===== src/rtl/page_register_bank.sv =====
// Multi-channel CPU-addressed bank page register with auto-step, wrap limit and readback.
// Optional build macro PAGE_WRAP_IRQ_EN adds sticky per-channel wrap flags and the nIRQ output.
module page_register_bank #(
    parameter int PAGE_W = 3,
    parameter int NUM_CH = 2,
    parameter int DATA_W = 8
) (
    input  logic                       CLK,
    input  logic                       nRESET,
    input  logic                       nCS,
    input  logic                       nRD,
    input  logic                       nWR,
    input  logic [3:0]                 ADDR,
    input  logic [DATA_W-1:0]          DIN,
    output logic [DATA_W-1:0]          DOUT,
    output logic                       DOE,
    output logic [NUM_CH*PAGE_W-1:0]   PAGE,
    output logic                       nIRQ
);

    localparam logic [1:0] REG_PAGE  = 2'd0;
    localparam logic [1:0] REG_STEP  = 2'd1;
    localparam logic [1:0] REG_LIMIT = 2'd2;
    localparam logic [1:0] REG_CTRL  = 2'd3;

    // Bus synchroniser stages
    logic              ncs_s1_q, ncs_s2_q;
    logic              nrd_s1_q, nrd_s2_q;
    logic              nwr_s1_q, nwr_s2_q;
    logic [3:0]        addr_s1_q, addr_s2_q;
    logic [DATA_W-1:0] din_s1_q, din_s2_q;

    // Captured access event, applied one cycle after detection
    logic              ev_q;
    logic              ev_wr_q;
    logic [3:0]        ev_addr_q;
    logic [DATA_W-1:0] ev_din_q;

    logic strb_s1, strb_s2, ev_det;

    // Per-channel state
    logic [PAGE_W-1:0] page_q  [NUM_CH];
    logic [PAGE_W-1:0] page_d  [NUM_CH];
    logic [PAGE_W-1:0] limit_q [NUM_CH];
    logic [PAGE_W-1:0] limit_d [NUM_CH];
    logic [NUM_CH-1:0] dir_q, dir_d;
    logic [NUM_CH-1:0] step_en_q, step_en_d;
`ifdef PAGE_WRAP_IRQ_EN
    logic [NUM_CH-1:0] irq_en_q, irq_en_d;
    logic [NUM_CH-1:0] wrap_q, wrap_d;
    logic [NUM_CH-1:0] wrap_set, wrap_clr;
`endif

    logic [DATA_W-1:0] dout_v;
    logic              unused_bits;

    always_ff @(posedge CLK or negedge nRESET) begin
        if (!nRESET) begin
            ncs_s1_q  <= 1'b1;
            ncs_s2_q  <= 1'b1;
            nrd_s1_q  <= 1'b1;
            nrd_s2_q  <= 1'b1;
            nwr_s1_q  <= 1'b1;
            nwr_s2_q  <= 1'b1;
            addr_s1_q <= '0;
            addr_s2_q <= '0;
            din_s1_q  <= '0;
            din_s2_q  <= '0;
            ev_q      <= 1'b0;
            ev_wr_q   <= 1'b0;
            ev_addr_q <= '0;
            ev_din_q  <= '0;
        end else begin
            ncs_s1_q  <= nCS;
            ncs_s2_q  <= ncs_s1_q;
            nrd_s1_q  <= nRD;
            nrd_s2_q  <= nrd_s1_q;
            nwr_s1_q  <= nWR;
            nwr_s2_q  <= nwr_s1_q;
            addr_s1_q <= ADDR;
            addr_s2_q <= addr_s1_q;
            din_s1_q  <= DIN;
            din_s2_q  <= din_s1_q;
            ev_q      <= ev_det;
            ev_wr_q   <= ~nwr_s2_q;
            ev_addr_q <= addr_s2_q;
            ev_din_q  <= din_s2_q;
        end
    end

    // Either strobe low makes an access; it completes when both are high again.
    // If nWR was low at that point the access is a write, even if nRD was low too.
    assign strb_s1 = ~nrd_s1_q | ~nwr_s1_q;
    assign strb_s2 = ~nrd_s2_q | ~nwr_s2_q;
    assign ev_det  = strb_s2 & ~strb_s1 & ~ncs_s2_q;

    always_comb begin
        page_d    = page_q;
        limit_d   = limit_q;
        dir_d     = dir_q;
        step_en_d = step_en_q;
`ifdef PAGE_WRAP_IRQ_EN
        irq_en_d  = irq_en_q;
        wrap_set  = '0;
        wrap_clr  = '0;
`endif
        for (int c = 0; c < NUM_CH; c++) begin
            if (ev_q && (ev_addr_q[3:2] == 2'(c))) begin
                case (ev_addr_q[1:0])
                    REG_PAGE: begin
                        if (ev_wr_q) page_d[c] = ev_din_q[PAGE_W-1:0];
                    end
                    REG_STEP: begin
                        if (step_en_q[c]) begin
                            if (!dir_q[c]) begin
                                if (page_q[c] >= limit_q[c]) begin
                                    page_d[c] = '0;
`ifdef PAGE_WRAP_IRQ_EN
                                    wrap_set[c] = 1'b1;
`endif
                                end else begin
                                    page_d[c] = page_q[c] + PAGE_W'(1);
                                end
                            end else begin
                                if (page_q[c] == '0) begin
                                    page_d[c] = limit_q[c];
`ifdef PAGE_WRAP_IRQ_EN
                                    wrap_set[c] = 1'b1;
`endif
                                end else if (page_q[c] > limit_q[c]) begin
                                    page_d[c] = limit_q[c];
                                end else begin
                                    page_d[c] = page_q[c] - PAGE_W'(1);
                                end
                            end
                        end
                    end
                    REG_LIMIT: begin
                        if (ev_wr_q) limit_d[c] = ev_din_q[PAGE_W-1:0];
                    end
                    REG_CTRL: begin
                        if (ev_wr_q) begin
                            dir_d[c]     = ev_din_q[0];
                            step_en_d[c] = ev_din_q[1];
`ifdef PAGE_WRAP_IRQ_EN
                            irq_en_d[c]  = ev_din_q[2];
                            wrap_clr[c]  = ev_din_q[3];
`endif
                        end
                    end
                    default: ;
                endcase
            end
        end
`ifdef PAGE_WRAP_IRQ_EN
        // A wrap in the same cycle as a clear keeps the flag set
        wrap_d = (wrap_q & ~wrap_clr) | wrap_set;
`endif
    end

    always_ff @(posedge CLK or negedge nRESET) begin
        if (!nRESET) begin
            for (int c = 0; c < NUM_CH; c++) begin
                page_q[c]  <= '0;
                limit_q[c] <= '1;
            end
            dir_q     <= '0;
            step_en_q <= '1;
`ifdef PAGE_WRAP_IRQ_EN
            irq_en_q  <= '0;
            wrap_q    <= '0;
`endif
        end else begin
            page_q    <= page_d;
            limit_q   <= limit_d;
            dir_q     <= dir_d;
            step_en_q <= step_en_d;
`ifdef PAGE_WRAP_IRQ_EN
            irq_en_q  <= irq_en_d;
            wrap_q    <= wrap_d;
`endif
        end
    end

    // Readback decodes the raw bus address so data is valid throughout the strobe
    always_comb begin
        dout_v = '0;
        for (int c = 0; c < NUM_CH; c++) begin
            if (ADDR[3:2] == 2'(c)) begin
                case (ADDR[1:0])
                    REG_PAGE, REG_STEP: dout_v[PAGE_W-1:0] = page_q[c];
                    REG_LIMIT:          dout_v[PAGE_W-1:0] = limit_q[c];
                    REG_CTRL: begin
                        dout_v[0] = dir_q[c];
                        dout_v[1] = step_en_q[c];
`ifdef PAGE_WRAP_IRQ_EN
                        dout_v[2] = irq_en_q[c];
                        dout_v[3] = wrap_q[c];
`endif
                    end
                    default: ;
                endcase
            end
        end
    end

    assign DOE  = nRESET & ~nCS & ~nRD;
    assign DOUT = DOE ? dout_v : '0;

    always_comb begin
        PAGE = '0;
        for (int c = 0; c < NUM_CH; c++) begin
            PAGE[c*PAGE_W +: PAGE_W] = page_q[c];
        end
    end

`ifdef PAGE_WRAP_IRQ_EN
    assign nIRQ = ~|(wrap_q & irq_en_q);
`else
    assign nIRQ = 1'b1;
`endif

    assign unused_bits = ^ev_din_q;

endmodule


===== config.mk =====
export PLATFORM = sky130hd
export DESIGN_NAME = page_register_bank
export DESIGN_NICKNAME = d
export VERILOG_FILES = /design/src/rtl/page_register_bank.sv
export SDC_FILE = /design/constraint.sdc
export NUM_CORES = 1
export LEC_CHECK = 0
export ABC_AREA = 0
export BUFFER_PORTS_ARGS = -buffer_cell sky130_fd_sc_hd__buf_4
export CAP_MARGIN = 20
export CORE_MARGIN = 5
export CORE_UTILIZATION = 27
export DETAILED_ROUTE_END_ITERATION = 8
export HOLD_SLACK_MARGIN = 0.1
export PLACE_DENSITY_LB_ADDON = 0.1
export SYNTH_ARGS = -nofsm -noshare
export SYNTH_HDL_FRONTEND = slang
export SYNTH_SLANG_ARGS = --single-unit

===== constraint.sdc =====
create_clock -name CLK -period 2.8 [get_ports CLK]
set_input_delay 0.14 -clock CLK [delete_from_list [all_inputs] [get_ports CLK]]
set_output_delay 0.14 -clock CLK [all_outputs]
set_load 0.02 [all_outputs]

# After elaboration in Yosys (flattened, before gate mapping)
# Index checks and enable logic that the tools add are counted.
# W data, S select, Z words.
# totals
register_bits	45
inputBits	17
output_inout_bits	16
word_cells	91
# classes
addsub	4
magnitude_cmp	4
n_eq_ne	11
mux	20
bitwise	14
n_reduce_logical	16
# ops
cell	n
$mux W3	14
$pmux W2 S3	2
$pmux W3 S2	2
$reduce_and A3 Y1	4
$eq A2 B1 Y1 const B	4
$eq A2 B2 Y1 const B	4
$logic_not A2 Y1	4
$not A1 Y1	8
$reduce_and A4 Y1	2
$add A3 B1 Y3 const B	2
$ge A3 B3 Y1	2
$gt A3 B3 Y1	2
$logic_not A3 Y1	2
$ne A2 B2 Y1 const B	3
$sub A3 B1 Y3 const B	2
$and A1 B1 Y1	4
$pmux W1 S2	2
$logic_and A1 B1 Y1	2
$or A1 B1 Y1	2
$reduce_bool A2 Y1	1
$reduce_or A2 Y1	1

# Longest topological paths before layout
# logic_depth
ltp_word	7
ltp_mapped	7
depth_no_buf	7

# Worst setup path after synthesis
# No wires, ideal clock.
# synth_timing
path_kind	register to register
start	register page_q, in the netlist PAGE[3]
end	register page_q, in the netlist PAGE[3]
setup_time_ns	0.139
arrival_ns	1.737
required_ns	2.661
slack_ns	0.924
path_stages_with_launch	8
n_path_buf	0
period_less_slack_ns	1.876
cell_sequence	dfrtp_1 > inv_1 > ha_1 > nand3_1 > a21oi_1 > a21boi_0 > a221oi_1 > o31ai_1
# synth_between
elab_chain_cells	6
elab_cells_between_ends	11
cone_classes	add/sub (2); order compare (2); mux (6); reduce/logical (1)
# synth_rtl
element	line_no	text
from (decl)	42	logic [PAGE_W-1:0] page_q [NUM_CH];
from (signal assigned)	174	page_q <= page_d;
$sub A3 B1 Y3 / $gt A3 B3 Y1 (equally long branches)	133, 130	
$mux W3	130	end else if (page_q[c] > limit_q[c]) begin
$mux W3	125	if (page_q[c] == '0) begin
$mux W3 (*)	115	if (!dir_q[c]) begin
$mux W3 (*)	114	if (step_en_q[c]) begin
$pmux W3 S2 (*)	109	case (ev_addr_q[1:0])
# Every way passes the cells marked *; elsewhere a longest branch is shown, timed or not. The select of a mux whose other input is x is not followed.
# A chain may end at the register's enable or synchronous reset.

# Worst setup path in the final report
# layout_timing
start	register limit_q[1] in the netlist's numbering
end	register page_q, in the netlist PAGE[3]
# layout_between
elab_chain_cells	6
elab_cells_between_ends	8
cone_classes	order compare (2); mux (6)
# layout_rtl
element	line_no	text
from (decl)	44	logic [PAGE_W-1:0] limit_q [NUM_CH];
from (signal assigned)	175	limit_q <= limit_d;
$gt A3 B3 Y1	130	
$mux W3	130	
$mux W3	125	
$mux W3 (*)	115	
$mux W3 (*)	114	
$pmux W3 S2 (*)	109	
# Marks and branches as above.

==> results.json <==
{
  "status": "finished clean",
  "syn2layout_area_growth_pct": 20.9,
  "synthArstFlopShare": 1.00,
  "path_max_fanout": 4,
  "routedWlPerCell_um": 14.5,
  "hpwlAfterDp_mm": 3.53,
  "grt.total_usage": 0.102,
  "worstSkewPairLatency_ns": 0.30,
  "drv_cap": 0,
  "slew_violations": 0,
  "p_sw_frac": 0.304,
  "p_comb_frac": 0.211,
  "maxSlewHeadroom": 0.593,
  "ys_types": 44,
  "hold_viol": 0,
  "required_ns": 2.97,
  "cts-resized-gates": 0,
  "synth_ff_type": "dfrtp_1",
  "die_w_um": 99.8,
  "h-tree-depth": 2,
  "setup_viol": 0,
  "drt-total-wl_mm": 4.82,
  "die_h_um": 99.8,
  "cts.reportedPaths.clkPinSlew_ns": 0.09,
  "dr_total_vias": 1518,
  "placed_cell_area_sq_um": 2440,
  "grt_max_degree": 46,
  "power.internal_mw": 1.01,
  "ant_nets": 0,
  "clockBufferDepth": 2,
  "fin_crit_sh": 0.746,
  "drt_iter0_drc": 43,
  "synth_edf_count": 0,
  "synth_top_area_frac": 0.356,
  "synth_top_cell_by_area": "dfrtp_1",
  "cts_made_buffers": 5,
  "reg2regPathDepth": 7,
  "timing.critical_path.to_type": "flop",
  "vias_per_cell": 4.59,
  "max_stage_delay_ns": 0.56,
  "root_buffer": "clkbuf_8",
  "max_freq_ghz": 0.479,
  "io_buffers": 21,
  "netlist_area_sq_um": 2180,
  "clockPowerShare": 0.278,
  "syn_avg_cell_area_sq_um": 11.4,
  "period_minus_slack_ns": 2.09,
  "p_switching_mw": 0.441,
  "synthTopCellsByArea": "dfrtp_1, dfstp_2, ha_1, mux2_2, nand2_1",
  "rsz0062_at_grt": "no",
  "irDropWorstVdd_mv": 0.178,
  "design_area_sq_um": 2630,
  "grt_first_pass_wirelength_mm": 7.82,
  "initial_core_util": 0.279,
  "drc": 0,
  "ys_seq_area_frac": 0.525,
  "p_per_area_nw_per_um2": 552,
  "n_antenna_cell": 0,
  "cp-start-kind": "flop",
  "synth.most_common_cell": "dfrtp_1",
  "yosys_warnings": 0,
  "cts_tree": "yes",
  "stdcell_count": 331,
  "place_congestion": 0.748,
  "finClkSkew_ns": 0.00687,
  "power_frac_seq": 0.511,
  "io_pins": 33,
  "fin_util": 0.337,
  "fin_nets": 257,
  "min_path_cells": 0,
  "overflow": 0,
  "netlist_instances": 191,
  "hold_ws_ns": 0.352,
  "synth_commonest_cells": "dfrtp_1, nand2_1, dfstp_2, nor2_1",
  "power_leakage_nw": 1.13,
  "worst_pin_slew_ns": 0.608,
  "tns_ns": 0,
  "path_class": "reg -> reg",
  "placementRows": 32,
  "dieArea_sq_um": 9960,
  "hold_path_class": "reg -> reg",
  "worstPathArrival_ns": 2.26,
  "ys_ff_latch": 45,
  "coreArea_sq_um": 7810,
  "numPlacedInstances": 312,
  "cts_setup_buffers": 0,
  "clock-sinks": 45,
  "worstPathCellList": "inv_1, ha_1, nor2b_1, o211ai_1, a21boi_0, a221oi_1, o31ai_1",
  "layout-drive-gt1-share": 0.253,
  "first_pass_iters": 4,
  "first_global_vias": 1584,
  "cpMaxStageDelayCell": "dfstp_2",
  "antenna_found_initial": 0
}
-- final timing paths --
path	startpoint	end	slack (ns)
worst max-delay path	limit_q[1]	PAGE[3]	0.71
worst min-delay path	addr_s2_q[0]	ev_addr_q[0]	0.35
worst max register to register	limit_q[1]	PAGE[3]	0.71
worst min register to register	addr_s2_q[0]	ev_addr_q[0]	0.35
max in group asynchronous	nRESET	limit_q[3]	1.94
min in group asynchronous	nRESET	ev_addr_q[1]	0.48
-- sequential cells by signal, indices dropped and copies added, names as in the netlist, 3 cells and up --
name,count
PAGE,6
limit_q,6
addr_s1_q,4
addr_s2_q,4
ev_addr_q,4
din_s1_q,3
din_s2_q,3
ev_din_q,3
-- per-stage QoR --
stage | setup slack (ns) | power [mW]
floorplan | 0.924 | 0.952
global placement | 0.728 | 1.06
detailed placement | 0.739 | 1.05
CTS | 0.712 | 1.49
global route | 0.542 | 1.54
finish | 0.711 | 1.45
-- kinds of logic after synthesis --
logic type,share of synthesized area
AO/OA/AOI/OAI,0.135
flip-flops,0.525
AND/OR/NAND/NOR,0.132
buffers and inverters,0.0431
other,0.00345
adder cells (fa/ha/maj),0.0690
XOR/XNOR,0.00805
multiplexers,0.0845
-- cell type report --
class | instances | area [sq um]
fill | 810 | 5170
sequential | 45 | 1140
multi-input combinational | 131 | 955
timing repair buffer | 33 | 275
tap | 102 | 128
clock buffer | 6 | 72.6
inverter | 12 | 45.0
clock inverter | 2 | 13.8
-- placed cells by master, fill, tap and decap left out, types with 3 or more instances in the layout --
cell type,n
nor3b_1,3
nor2_1,14
mux2i_1,6
nand2_1,17
a211oi_1,4
o21ai_0,10
mux2_2,7
ha_1,12
nor2b_1,5
dfstp_2,14
a21oi_1,4
nand3_1,4
a31oi_1,6
clkbuf_8,5
buf_4,22
o31ai_1,3
conb_1,6
inv_1,12
dlygate4sd3_1,11
dfrtp_1,31
-- timing repair --
item | in CTS | in global routing
hold endpoints to repair | 41 | 0
hold buffers | 11 | 0
setup endpoints to repair | 0 | 0
-- critical path, delay by kind of cell (launching register included) --
family	cells	cell delay (ns)
flip-flops	1	0.56
adder cells (fa/ha/maj)	1	0.31
buffers and inverters	1	0.05
AO/OA/AOI/OAI	4	0.88
AND/OR/NAND/NOR	1	0.16
-- layer usage --
layer | vias to the layer above | GRT usage | wire length, um
met5 | - | 0 | 0
met4 | 0 | 0.0431 | 78
met3 | 7 | 0.0250 | 199
met1 | 738 | 0.132 | 2260
met2 | 30 | 0.164 | 2280
li1 | 743 | - | -
-- power by group through the flow --
| stage | combinational, mW | sequential [mW] | clock (mW) |
|---|---|---|---|
| after floorplan | 0.200 | 0.752 | 0 |
| after global placement | 0.299 | 0.757 | 0 |
| after detailed placement | 0.297 | 0.757 | 0 |
| after CTS | 0.310 | 0.745 | 0.431 |
| after global routing | 0.346 | 0.750 | 0.447 |
| final | 0.306 | 0.742 | 0.404 |
Note: power is estimated with default switching activity, not from simulation.
